===== src/rtl/sp_push_unit_if.sv =====
// Call-path push port bundle: control-unit request, SP register update
// and the byte-wide data-memory write handshake.
//   master : the push unit (drives sp_out/sp_we/busy/mem_*/overflow)
//   slave  : the surrounding control unit, SP register and memory
interface sp_push_unit_if;
    localparam int unsigned AW = 16;
    localparam int unsigned DW = 8;

    logic          call_enable;
    logic [AW-1:0] ret_addr;
    logic [AW-1:0] sp_in;
    logic [AW-1:0] sp_out;
    logic          sp_we;
    logic          busy;
    logic [AW-1:0] mem_addr;
    logic [DW-1:0] mem_wdata;
    logic          mem_we;
    logic          mem_ack;
    logic          overflow;

    modport master (
        input  call_enable, ret_addr, sp_in, mem_ack,
        output sp_out, sp_we, busy, mem_addr, mem_wdata, mem_we, overflow
    );

    modport slave (
        output call_enable, ret_addr, sp_in, mem_ack,
        input  sp_out, sp_we, busy, mem_addr, mem_wdata, mem_we, overflow
    );
endinterface


===== src/rtl/sp_push_unit.sv =====
// sp_push_unit: pushes a 16-bit return address on a CALL as two byte writes
// (high byte at SP-1, low byte at SP-2) and then loads SP-2 into the SP
// register with a one-cycle sp_we strobe.
// Ports:
//   clk, rst : clock, synchronous active-high reset
//   bus      : sp_push_unit_if.master (call_enable, ret_addr, sp_in,
//              sp_out, sp_we, busy, mem_addr, mem_wdata, mem_we, mem_ack,
//              overflow)
// Build option: define SP_PUSH_OVF_CHECK_EN to reject pushes whose captured
// SP is below STACK_LIMIT+2 (sticky overflow flag, ERR state).
module sp_push_unit #(
    parameter logic [15:0] STACK_LIMIT = 16'h0100
) (
    input  logic           clk,
    input  logic           rst,
    sp_push_unit_if.master bus
);
    localparam int unsigned AW = 16;
    localparam int unsigned DW = 8;

`ifdef SP_PUSH_OVF_CHECK_EN
    typedef enum logic [2:0] {
        IDLE  = 3'd0,
        WR_HI = 3'd1,
        WR_LO = 3'd2,
        DONE  = 3'd3,
        ERR   = 3'd4
    } state_t;

    // Computed one bit wider so a limit near the top of memory cannot wrap.
    localparam logic [AW:0] OVF_THRESH = (AW+1)'(STACK_LIMIT) + (AW+1)'(2);
`else
    typedef enum logic [2:0] {
        IDLE  = 3'd0,
        WR_HI = 3'd1,
        WR_LO = 3'd2,
        DONE  = 3'd3
    } state_t;

    // No limit check in this build; the parameter only keeps both builds
    // sharing one parameter list and folds to a constant zero.
    localparam logic OVF_TIE = 1'b0 & (|STACK_LIMIT);
`endif

    state_t        state_q, state_d;
    logic [AW-1:0] ra_q, ra_d;
    logic [AW-1:0] sp0_q, sp0_d;
    logic          ovf_set;

    logic [AW-1:0] sp_out_q, sp_out_d;
    logic          sp_we_q, sp_we_d;
    logic          busy_q, busy_d;
    logic [AW-1:0] mem_addr_q, mem_addr_d;
    logic [DW-1:0] mem_wdata_q, mem_wdata_d;
    logic          mem_we_q, mem_we_d;
    logic          ovf_q, ovf_d;

    // State, captured operands and registered outputs.
    always_ff @(posedge clk) begin
        if (rst) begin
            state_q     <= IDLE;
            ra_q        <= '0;
            sp0_q       <= '0;
            sp_out_q    <= '0;
            sp_we_q     <= 1'b0;
            busy_q      <= 1'b0;
            mem_addr_q  <= '0;
            mem_wdata_q <= '0;
            mem_we_q    <= 1'b0;
            ovf_q       <= 1'b0;
        end else begin
            state_q     <= state_d;
            ra_q        <= ra_d;
            sp0_q       <= sp0_d;
            sp_out_q    <= sp_out_d;
            sp_we_q     <= sp_we_d;
            busy_q      <= busy_d;
            mem_addr_q  <= mem_addr_d;
            mem_wdata_q <= mem_wdata_d;
            mem_we_q    <= mem_we_d;
            ovf_q       <= ovf_d;
        end
    end

    // Next state, then outputs decoded from the next state so they appear
    // registered in the same cycle the FSM enters that state.
    always_comb begin
        state_d     = state_q;
        ra_d        = ra_q;
        sp0_d       = sp0_q;
`ifdef SP_PUSH_OVF_CHECK_EN
        ovf_set     = 1'b0;
`else
        ovf_set     = OVF_TIE;
`endif
        sp_out_d    = sp_out_q;
        sp_we_d     = 1'b0;
        busy_d      = 1'b0;
        mem_addr_d  = mem_addr_q;
        mem_wdata_d = mem_wdata_q;
        mem_we_d    = 1'b0;

        case (state_q)
            IDLE: begin
                if (bus.call_enable) begin
                    ra_d  = bus.ret_addr;
                    sp0_d = bus.sp_in;
`ifdef SP_PUSH_OVF_CHECK_EN
                    if ((AW+1)'(bus.sp_in) < OVF_THRESH) begin
                        ovf_set = 1'b1;
                        state_d = ERR;
                    end else begin
                        state_d = WR_HI;
                    end
`else
                    state_d = WR_HI;
`endif
                end
            end
            WR_HI: if (bus.mem_ack) state_d = WR_LO;
            WR_LO: if (bus.mem_ack) state_d = DONE;
            DONE:  state_d = IDLE;
`ifdef SP_PUSH_OVF_CHECK_EN
            ERR:   state_d = IDLE;
`endif
            default: state_d = IDLE;
        endcase

        case (state_d)
            WR_HI: begin
                busy_d      = 1'b1;
                mem_we_d    = 1'b1;
                mem_addr_d  = sp0_d - AW'(1);
                mem_wdata_d = ra_d[AW-1 -: DW];
            end
            WR_LO: begin
                busy_d      = 1'b1;
                mem_we_d    = 1'b1;
                mem_addr_d  = sp0_d - AW'(2);
                mem_wdata_d = ra_d[DW-1:0];
            end
            DONE: begin
                busy_d   = 1'b1;
                sp_we_d  = 1'b1;
                sp_out_d = sp0_d - AW'(2);
            end
`ifdef SP_PUSH_OVF_CHECK_EN
            ERR: busy_d = 1'b1;
`endif
            default: ;
        endcase

        ovf_d = ovf_q | ovf_set;
    end

    assign bus.sp_out    = sp_out_q;
    assign bus.sp_we     = sp_we_q;
    assign bus.busy      = busy_q;
    assign bus.mem_addr  = mem_addr_q;
    assign bus.mem_wdata = mem_wdata_q;
    assign bus.mem_we    = mem_we_q;
    assign bus.overflow  = ovf_q;
endmodule


===== src/flat_wrapper.sv =====
// flat-port wrapper written by rule: the top's interface ports become plain ports
module sp_push_unit_flat 
#(
    parameter logic [15:0] STACK_LIMIT = 16'h0100
)
  (clk, rst, bus_call_enable, bus_ret_addr, bus_sp_in, bus_mem_ack, bus_sp_out, bus_sp_we, bus_busy, bus_mem_addr, bus_mem_wdata, bus_mem_we, bus_overflow);
  sp_push_unit_if bus_i ();
  input  logic clk;
  input  logic rst;
  input wire logic [$bits(bus_i.call_enable)-1:0] bus_call_enable;
  input wire logic [$bits(bus_i.ret_addr)-1:0] bus_ret_addr;
  input wire logic [$bits(bus_i.sp_in)-1:0] bus_sp_in;
  input wire logic [$bits(bus_i.mem_ack)-1:0] bus_mem_ack;
  output wire logic [$bits(bus_i.sp_out)-1:0] bus_sp_out;
  output wire logic [$bits(bus_i.sp_we)-1:0] bus_sp_we;
  output wire logic [$bits(bus_i.busy)-1:0] bus_busy;
  output wire logic [$bits(bus_i.mem_addr)-1:0] bus_mem_addr;
  output wire logic [$bits(bus_i.mem_wdata)-1:0] bus_mem_wdata;
  output wire logic [$bits(bus_i.mem_we)-1:0] bus_mem_we;
  output wire logic [$bits(bus_i.overflow)-1:0] bus_overflow;
  assign bus_i.call_enable = bus_call_enable;
  assign bus_i.ret_addr = bus_ret_addr;
  assign bus_i.sp_in = bus_sp_in;
  assign bus_i.mem_ack = bus_mem_ack;
  assign bus_sp_out = bus_i.sp_out;
  assign bus_sp_we = bus_i.sp_we;
  assign bus_busy = bus_i.busy;
  assign bus_mem_addr = bus_i.mem_addr;
  assign bus_mem_wdata = bus_i.mem_wdata;
  assign bus_mem_we = bus_i.mem_we;
  assign bus_overflow = bus_i.overflow;
  sp_push_unit #(.STACK_LIMIT(STACK_LIMIT)) u_core (.clk(clk), .rst(rst), .bus(bus_i));
endmodule

===== config.mk =====
export PLATFORM = sky130hd
export DESIGN_NAME = sp_push_unit_flat
export DESIGN_NICKNAME = d
export VERILOG_FILES = /design/src/rtl/sp_push_unit_if.sv /design/src/rtl/sp_push_unit.sv /design/src/flat_wrapper.sv
export SDC_FILE = /design/constraint.sdc
export NUM_CORES = 1
export LEC_CHECK = 0
export CAP_MARGIN = 20
export CORE_MARGIN = 5
export CORE_UTILIZATION = 50
export CTS_CLUSTER_SIZE = 16
export DETAILED_ROUTE_END_ITERATION = 7
export PLACE_DENSITY = 0.91
export SYNTH_ARGS = -nofsm -noshare
export SYNTH_HDL_FRONTEND = slang
export SYNTH_SLANG_ARGS = --single-unit

===== constraint.sdc =====
create_clock -name clk -period 3.3 [get_ports clk]
set_input_delay 0.495 -clock clk [delete_from_list [all_inputs] [get_ports clk]]
set_output_delay 0.495 -clock clk [all_outputs]
set_load 0.02 [all_outputs]

* After elaboration in Yosys (flattened, before gate mapping)
Cells that the tools add are included.
** Storage, ports and cells
- Input port bits :: 36
- Register bits :: 78
- Output and inout bits :: 44
- Word-level logic and storage cells :: 33
** Operators by class
- Add/sub/neg operators :: 2
- Multiplexer cells :: 13
- Equal/unequal tests :: 5
- Reduce and logical (&&, ||, !) cells :: 4
** Operators with widths (number)
- $mux W16 :: 4
- $pmux W16 S2 :: 1
- $pmux W8 S2 :: 1
- $sub A16 B1 Y16 const B :: 1
- $sub A16 B2 Y16 const B :: 1
- $eq A3 B2 Y1 const B :: 3
- $mux W3 :: 3
- $pmux W3 S3 :: 1
- $eq A3 B1 Y1 const B :: 2
- $logic_not A3 Y1 :: 1
- $mux W1 :: 3
- $reduce_or A3 Y1 :: 1
- $reduce_bool A2 Y1 :: 1
- $reduce_or A2 Y1 :: 1

* Depth between registers and ports, before layout
Gate-level depths: netlist (run 1).
- Depth in word-level cells :: 5
- Depth in mapped cells :: 10
- Depth with buffers taken out :: 7

* Worst setup path after synthesis (run 1)
No wires, ideal clock.
- Path type :: input -> register
- From :: input bus_call_enable
- To :: register u_core.mem_addr_q[12] (netlist: u_core.bus.mem_addr[12])
- Data arrival time :: 2.862 ns
- Stages on the path :: 9
- Required time :: 3.167 ns
- Setup time :: 0.133 ns
- Path slack :: 0.304 ns
- Buffers on the path :: 2
- Path through :: nor4b_1 buf_2 buf_2 mux2i_1 ha_1 o21ai_1 or4_1 a21oi_1 nor4_1
** Between the ends
- Cells in the longest elaborated chain, start to end :: 4
- Elaborated cells between the ends (all ways) :: 10
- Those cells by class :: add/sub: 2; eq/ne: 2; mux: 5; reduce/logical: 1
** Ends and longest elaborated chain
- from (decl) :: RTL line flat_wrapper.sv:10 : input wire logic [$bits(bus_i.call_enable)-1:0] bus_call_enable;
- $mux W16 / $mux W3 (equally long branches) :: RTL line sp_push_unit.sv:105 : if (bus.call_enable) begin
- $mux W16 / $pmux W3 S3 (equally long branches) :: RTL line sp_push_unit.sv:103 : case (state_q)
- $sub A16 B2 Y16 (tied with other cells) :: RTL line sp_push_unit.sv:139 : mem_addr_d = sp0_d - AW'(2);
- $pmux W16 S2 / $reduce_bool A2 Y1 (equally long branches)
- to (signal assigned) :: RTL line sp_push_unit.sv:78 : mem_addr_q <= mem_addr_d;
- to (decl) :: RTL line sp_push_unit.sv:53 : logic [AW-1:0] mem_addr_q, mem_addr_d;
Several ways; a longest one is shown, not always the timed one.
A chain may end at the register's enable or synchronous reset.

* Worst setup path in the final report (run 1)
- From :: input bus_call_enable
- To :: register u_core.sp_out_q[15] (netlist: u_core.bus.sp_out[15])
** Between the ends
- Cells in the longest elaborated chain, start to end :: 3
- Elaborated cells between the ends (all ways) :: 6
- Those cells by class :: add/sub: 1; eq/ne: 1; mux: 4
** Ends and longest elaborated chain
- $mux W16 / $mux W3 (equally long branches) :: RTL line sp_push_unit.sv:105
- $mux W16 / $pmux W3 S3 (equally long branches) :: RTL line sp_push_unit.sv:103
- $sub A16 B2 Y16 / $eq A3 B2 Y1 (equally long branches) :: RTL line sp_push_unit.sv:145, sp_push_unit.sv:129
- to (signal assigned) :: RTL line sp_push_unit.sv:75 : sp_out_q <= sp_out_d;
- to (decl) :: RTL line sp_push_unit.sv:50 : logic [AW-1:0] sp_out_q, sp_out_d;
Several ways; a longest one is shown, not always the timed one.

==> impl_metrics.yaml, run 1 <==
global_routing:
  grt_pass1_vias: 3531
  grtUsageTotal_pct: 25.5
  antenna_found_initial: 0
  grt_remaining_overflow: 0
  grt_pass1_wl_um: 17600
  grt_max_degree: 36
final_layout:
  nets: 539
  n_antenna_cell: 0
  area_delta_synth_final_pct: 33.5
  drive_gt1_share_pct: 9.88
pwr:
  p_total_w: 0.00231
  combPwrFrac_pct: 21.5
  p_sw_w: 0.000661
  powerDensity_nw_per_um2: 488
  p_clk_share_pct: 34.5
  intPower_w: 0.00165
  seq_power_share_pct: 44.0
  p_leak_nw: 1.75
  p_sw_share_pct: 28.6
  vdd_ir_drop_max_v: 0.000341
clocking:
  worstSkewPairLatency_ns: 0.35
  clock_path_buffers: 2
  cts_hold_buf: 0
  htreeDepth: 3
  cts_made_buffers: 9
  path_clk_slew_ns: 0.08
  cts-root-buf: "clkbuf_8"
  clock-sinks: 78
  cts_setup_buffers: 0
  cts_resized: 0
  cts_tree: "built"
floorplan:
  coreArea_sq_um: 6830
  die_y_um: 94.2
  dieArea_sq_um: 8870
  rows: 30
  ios: 80
  start_util_pct: 51.8
  fp.dieW_um: 94.2
logic_synthesis:
  yosysMostFrequentCell: "dfxtp_1"
  synth_area_sq_um: 3540
  yosys_warnings: 0
  synthDistinctLibCells: 52
  synth_enable_flop_cells: 0
  yosysTopAreaCell: "dfxtp_1"
  synthArstFlopShare_pct: 0
  ys.flop_type: "dfxtp_1"
  avgSynthCellArea_sq_um: 8.55
  ys_seq_area_share_pct: 44.1
  synth.area.top_cells: "dfxtp_1 (44%), mux2i_1 (8.8%), nor2_1 (7.2%)"
  synth_top_area_share_pct: 44.1
  synthCells: 414
  ys_seq_elements: 78
  yosys-top-cells-count: "dfxtp_1 (78), nor2_1 (68), a21oi_1 (35)"
worst_setup_path:
  cp_cell_sequence: "clkdlybuf4s50_1 -> or4b_4 -> buf_4 -> nor4_1 -> o221ai_1 -> nor2_1 -> nor4_1 -> a211o_1"
  critPathMostFrequentCell: "nor4_1"
  arrival_ns: 3.27
  cp.required_ns: 3.54
  worst_path_largest_cell_delay_ns: 0.66
  critPathSlowestCell: "nor4_1"
  worstPathMaxFanout: 12
  crit_type: "in2reg"
  cp-start-kind: "primary input"
  end_kind: "register"
drt:
  drtIter0Drc: 351
  drtPass1Iterations: 6
  route.detailed.drc: 0
  vias: 3615
  ant_nets: 0
  wire_per_inst_um: 18.4
  routed_via_density: 6.00
  wl_um: 11100
flow_run:
  maxCapViolCount: 0
timing:
  finalCriticalPeriod_ns: 3.03
  hold_viol: 0
  period_share_pct: 91.9
  clock.fmax_mhz: 330
  drv_slew: 0
  finClkSkew_ns: 0.00847
  rsz0062_at_grt: "no"
  fin_setup_tns_ns: 0
  finalSetupViolations: 0
  tightest_slew_ns: 0.779
  relSlewSlack_pct: 47.6
placed_design:
  dp_hpwl_um: 7930
  portBuffers: 78
  place_congestion: 1.00
worst_hold_path:
  hold_path_class: "reg2reg"
outcome:
  status: "finished clean"
power groups by stage:
stage               Combinational (W)  Clock, W  Sequential [W]
finish                       0.000495  0.000796         0.00102
global route                 0.000532  0.000849         0.00102
CTS                          0.000486  0.000804         0.00101
detailed placement           0.000481         0         0.00104
global placement             0.000475         0         0.00103
floorplan                    0.000253         0         0.00106
per-layer routing:
layer / vias to the layer above / track usage (%) / wire, um / part of all wire, %
met5: - / 0 / 0 / 0
met4: 0 / 13.1 / 459 / 4.1
met3: 45 / 5.61 / 910 / 8.2
met2: 218 / 43.1 / 5320 / 48
met1: 1680 / 30.1 / 4370 / 39
li1: 1672 / - / - / -
layout by cell type (no fill, tap or decap), drive strengths merged, types with 3 or more instances in the layout:
| cell type | Yosys | final |
|---|---|---|
| mux2 | 3 | 3 |
| clkdlybuf4s50 | 0 | 77 |
| nor3b | 3 | 3 |
| a211oi | 11 | 11 |
| nor2 | 68 | 68 |
| nor3 | 19 | 19 |
| or2 | 3 | 3 |
| xnor2 | 7 | 7 |
| a221oi | 4 | 4 |
| nand3 | 4 | 4 |
| o31ai | 4 | 4 |
| a31oi | 3 | 3 |
| nor4 | 10 | 10 |
| inv | 4 | 5 |
| dfxtp | 78 | 78 |
| buf | 7 | 24 |
| clkbuf | 18 | 10 |
| and3 | 3 | 3 |
| or3 | 6 | 6 |
| o22ai | 9 | 9 |
| nand2 | 31 | 31 |
| and2 | 4 | 4 |
| a21oi | 35 | 35 |
| o21ai | 12 | 12 |
| mux2i | 31 | 31 |
| or4 | 6 | 6 |
sequential cells by signal, indices dropped and copies added (netlist names):
signal	flops
u_core.sp0_q	16
u_core.bus.mem_we	1
u_core.bus.mem_wdata	8
u_core.bus.busy	1
u_core.bus.sp_out	16
u_core.state_q	3
u_core.bus.mem_addr	16
u_core.bus.sp_we	1
u_core.ra_q	16
final cells by class:
type	instances	area, sq um
multi-input cells	308	1860
well taps	96	120
fillers	550	2100
clock inverters	5	81.3
repair buffers	101	948
inverters	4	15.0
flip-flops and latches	78	1560
clock buffers	10	138
through the flow:
step	cells	hold WS [ns]	cell area (sq um)	setup slack (ns)	utilization (%)
5_1_grt	602	0.484	4730	0.175	69.2
3_3_place_gp	587	0.442	4510	0.248	66.0
4_1_cts	602	0.461	4730	0.404	69.2
6_report	602	0.461	4730	0.267	69.2
2_1_floorplan	415	0.432	3540	0.304	-
3_5_place_dp	587	0.450	4510	0.150	66.0
path summary, 6_finish.rpt:
path | start | endpoint | slack (ns) | cells past startpoint
hold reg to reg | u_core.bus.sp_out[2] | u_core.bus.sp_out[2] | 0.46 | 2
setup reg to reg | u_core.state_q[0] | u_core.bus.sp_out[15] | 0.48 | 7
setup / recovery | bus_call_enable | u_core.bus.sp_out[15] | 0.27 | 8
hold / removal | u_core.bus.sp_out[2] | u_core.bus.sp_out[2] | 0.46 | 2
cell families after synthesis:
logic type	Yosys count	share of synthesized area, %
compound gates	91	16.4
xor+xnor	9	2.23
fa+ha+maj	1	0.353
buf+inv	29	3.57
flops	78	44.1
mux	34	9.72
other cells	1	0.106
simple gates	171	23.6
critical path, delay by kind of cell:
family / cells / cell delay, ns
simple gates: 4 / 1.48
buf+inv: 2 / 0.76
compound gates: 2 / 0.54
Power figures use the tool's default switching activity.
==> inputs of run 2 (changes only) <==
Settings changed: PLACE_DENSITY 0.91 to 0.77.
==> run 2 against run 1 <==
Net effect: sequential cell count stayed put; global-route usage down 0.21 points; die area unchanged; critical path type unchanged; design area up 0.11%; wire length down 2.0%; worst hold slack got worse by 0.0025 ns; largest power group unchanged; final cell count is 0.17% lower; via count fell by 5.8%; total power grew 0.88%; critical endpoint is now u_core.bus.mem_addr[15].
==> impl_metrics.yaml, run 2 (synthesis results as in run 1) <==
floorplan:
  coreArea_sq_um: 6830
  fp.dieW_um: 94.2
  die_y_um: 94.2
  rows: 30
  dieArea_sq_um: 8870
  ios: 80
  start_util_pct: 51.8
clocking:
  cts_hold_buf: 0
  htreeDepth: 3
  path_clk_slew_ns: 0.09
  cts_made_buffers: 9
  cts_tree: "built"
  worstSkewPairLatency_ns: 0.35
  clock_path_buffers: 2
  clock-sinks: 78
  cts_resized: 0
  cts_setup_buffers: 0
  cts-root-buf: "clkbuf_8"
worst_setup_path:
  worst_path_largest_cell_delay_ns: 0.55
  cp.required_ns: 3.57
  arrival_ns: 3.03
  cp_cell_sequence: "clkdlybuf4s50_1 -> nor4b_2 -> buf_12 -> mux2i_1 -> buf_4 -> nand2b_1 -> a31oi_1 -> or3_1 -> a21oi_1"
  cp_top_family: "buffers and inverters"
  critPathSlowestCell: "clkdlybuf4s50_1"
  cp-start-kind: "primary input"
  worst-path-buf-inv: 3
  end_kind: "register"
  worstPathMaxFanout: 32
  crit_type: "in2reg"
pwr:
  vdd_ir_drop_max_v: 0.000284
  p_total_w: 0.00233
  p_leak_nw: 1.76
  seq_power_share_pct: 43.6
  p_sw_share_pct: 29.6
  p_sw_w: 0.000689
  intPower_w: 0.00164
  powerDensity_nw_per_um2: 492
  p_clk_share_pct: 35.4
  combPwrFrac_pct: 21.0
drt:
  route.detailed.drc: 0
  drtIter0Drc: 217
  vias: 3404
  wire_per_inst_um: 18.0
  drtPass1Iterations: 4
  routed_via_density: 5.66
  wl_um: 10800
  ant_nets: 0
placed_design:
  place_congestion: 0.924
  dp_hpwl_um: 7940
  post-place-cells: 585
  portBuffers: 78
final_layout:
  drive_gt1_share_pct: 9.70
  multi_input_area_sq_um: 1860
  nFillCells: 581
  final_cell_mix: "dfxtp_1 (78), clkdlybuf4s50_1 (77), nor2_1 (68), a21oi_1 (35)"
  nets: 537
  n_antenna_cell: 0
  area_delta_synth_final_pct: 33.6
  final_common_cell: "dfxtp_1"
  seqCellArea_sq_um: 1560
  fin_cells: 601
timing:
  hold_viol: 0
  relSlewSlack_pct: 46.3
  fin_setup_tns_ns: 0
  rsz0062_at_grt: "no"
  whs_ns: 0.458
  finClkSkew_ns: 0.00439
  clock.fmax_mhz: 362
  period_share_pct: 83.7
  finalSetupViolations: 0
  finalCriticalPeriod_ns: 2.76
  drv_slew: 0
  tightest_slew_ns: 0.806
global_routing:
  grt_pass1_wl_um: 17300
  grtUsageTotal_pct: 25.3
  grt_pass1_vias: 3394
  grt_max_degree: 43
  antenna_found_initial: 0
  grt_remaining_overflow: 0
outcome:
  status: "finished clean"
flow_run:
  maxCapViolCount: 0
worst_hold_path:
  hold_path_class: "reg2reg"
run 2: cell types whose count changed in the layout (fill, tap and decap cells not counted), sizes merged:
cell / previous run / this run
inv: 5 / 8
clkbuf: 10 / 9
buf: 24 / 22
clkinvlp: 1 / 0
run 2: power groups by stage:
stage          logic (W)  clock network, W  registers, W
2_1_floorplan   0.000253                 0       0.00106
4_1_cts         0.000484          0.000833       0.00101
6_report        0.000488          0.000824       0.00101
3_3_place_gp    0.000476                 0       0.00103
3_5_place_dp    0.000481                 0       0.00104
5_1_grt         0.000525          0.000881       0.00102
run 2: routing by layer:
| metal | global-route usage, % | up-vias | wire length (um) |
|---|---|---|---|
| met5 | 0 | - | 0 |
| met1 | 29.8 | 1587 | 4500 |
| met2 | 44.4 | 136 | 5250 |
| met3 | 5.45 | 19 | 805 |
| met4 | 9.87 | 0 | 280 |
| li1 | - | 1662 | - |
run 2: layout make-up:
class	count	area share [%]
Multi-Input combinational cell	308	39.4
Clock inverter	7	2.17
Inverter	4	0.317
Sequential cell	78	33.0
Tap cell	96	2.54
Timing Repair Buffer	99	20.0
Clock buffer	9	2.62
run 2: stage by stage:
stage | setup slack [ns] | utilization, % | cell area (sq um)
after floorplan | 0.304 | - | 3540
after global placement | 0.299 | 65.8 | 4500
after detailed placement | 0.249 | 66.0 | 4510
after CTS | 0.596 | 69.3 | 4730
after global routing | 0.411 | 69.3 | 4730
final | 0.539 | 69.3 | 4730
run 2: path summary, 6_finish.rpt:
check        cells past startpoint                 endpoint  slack (ns)             startpoint
max                              9  u_core.bus.mem_addr[15]        0.54        bus_call_enable
min                              2    u_core.bus.sp_out[14]        0.46  u_core.bus.sp_out[14]
max reg2reg                      8  u_core.bus.mem_addr[15]        0.75      u_core.state_q[0]
min reg2reg                      2    u_core.bus.sp_out[14]        0.46  u_core.bus.sp_out[14]
run 2: tightest hold or removal path: stages, from the launching register on:
cell and delay, ns:
dfxtp_1 0.32, nand2_1 0.05, a21oi_1 0.05
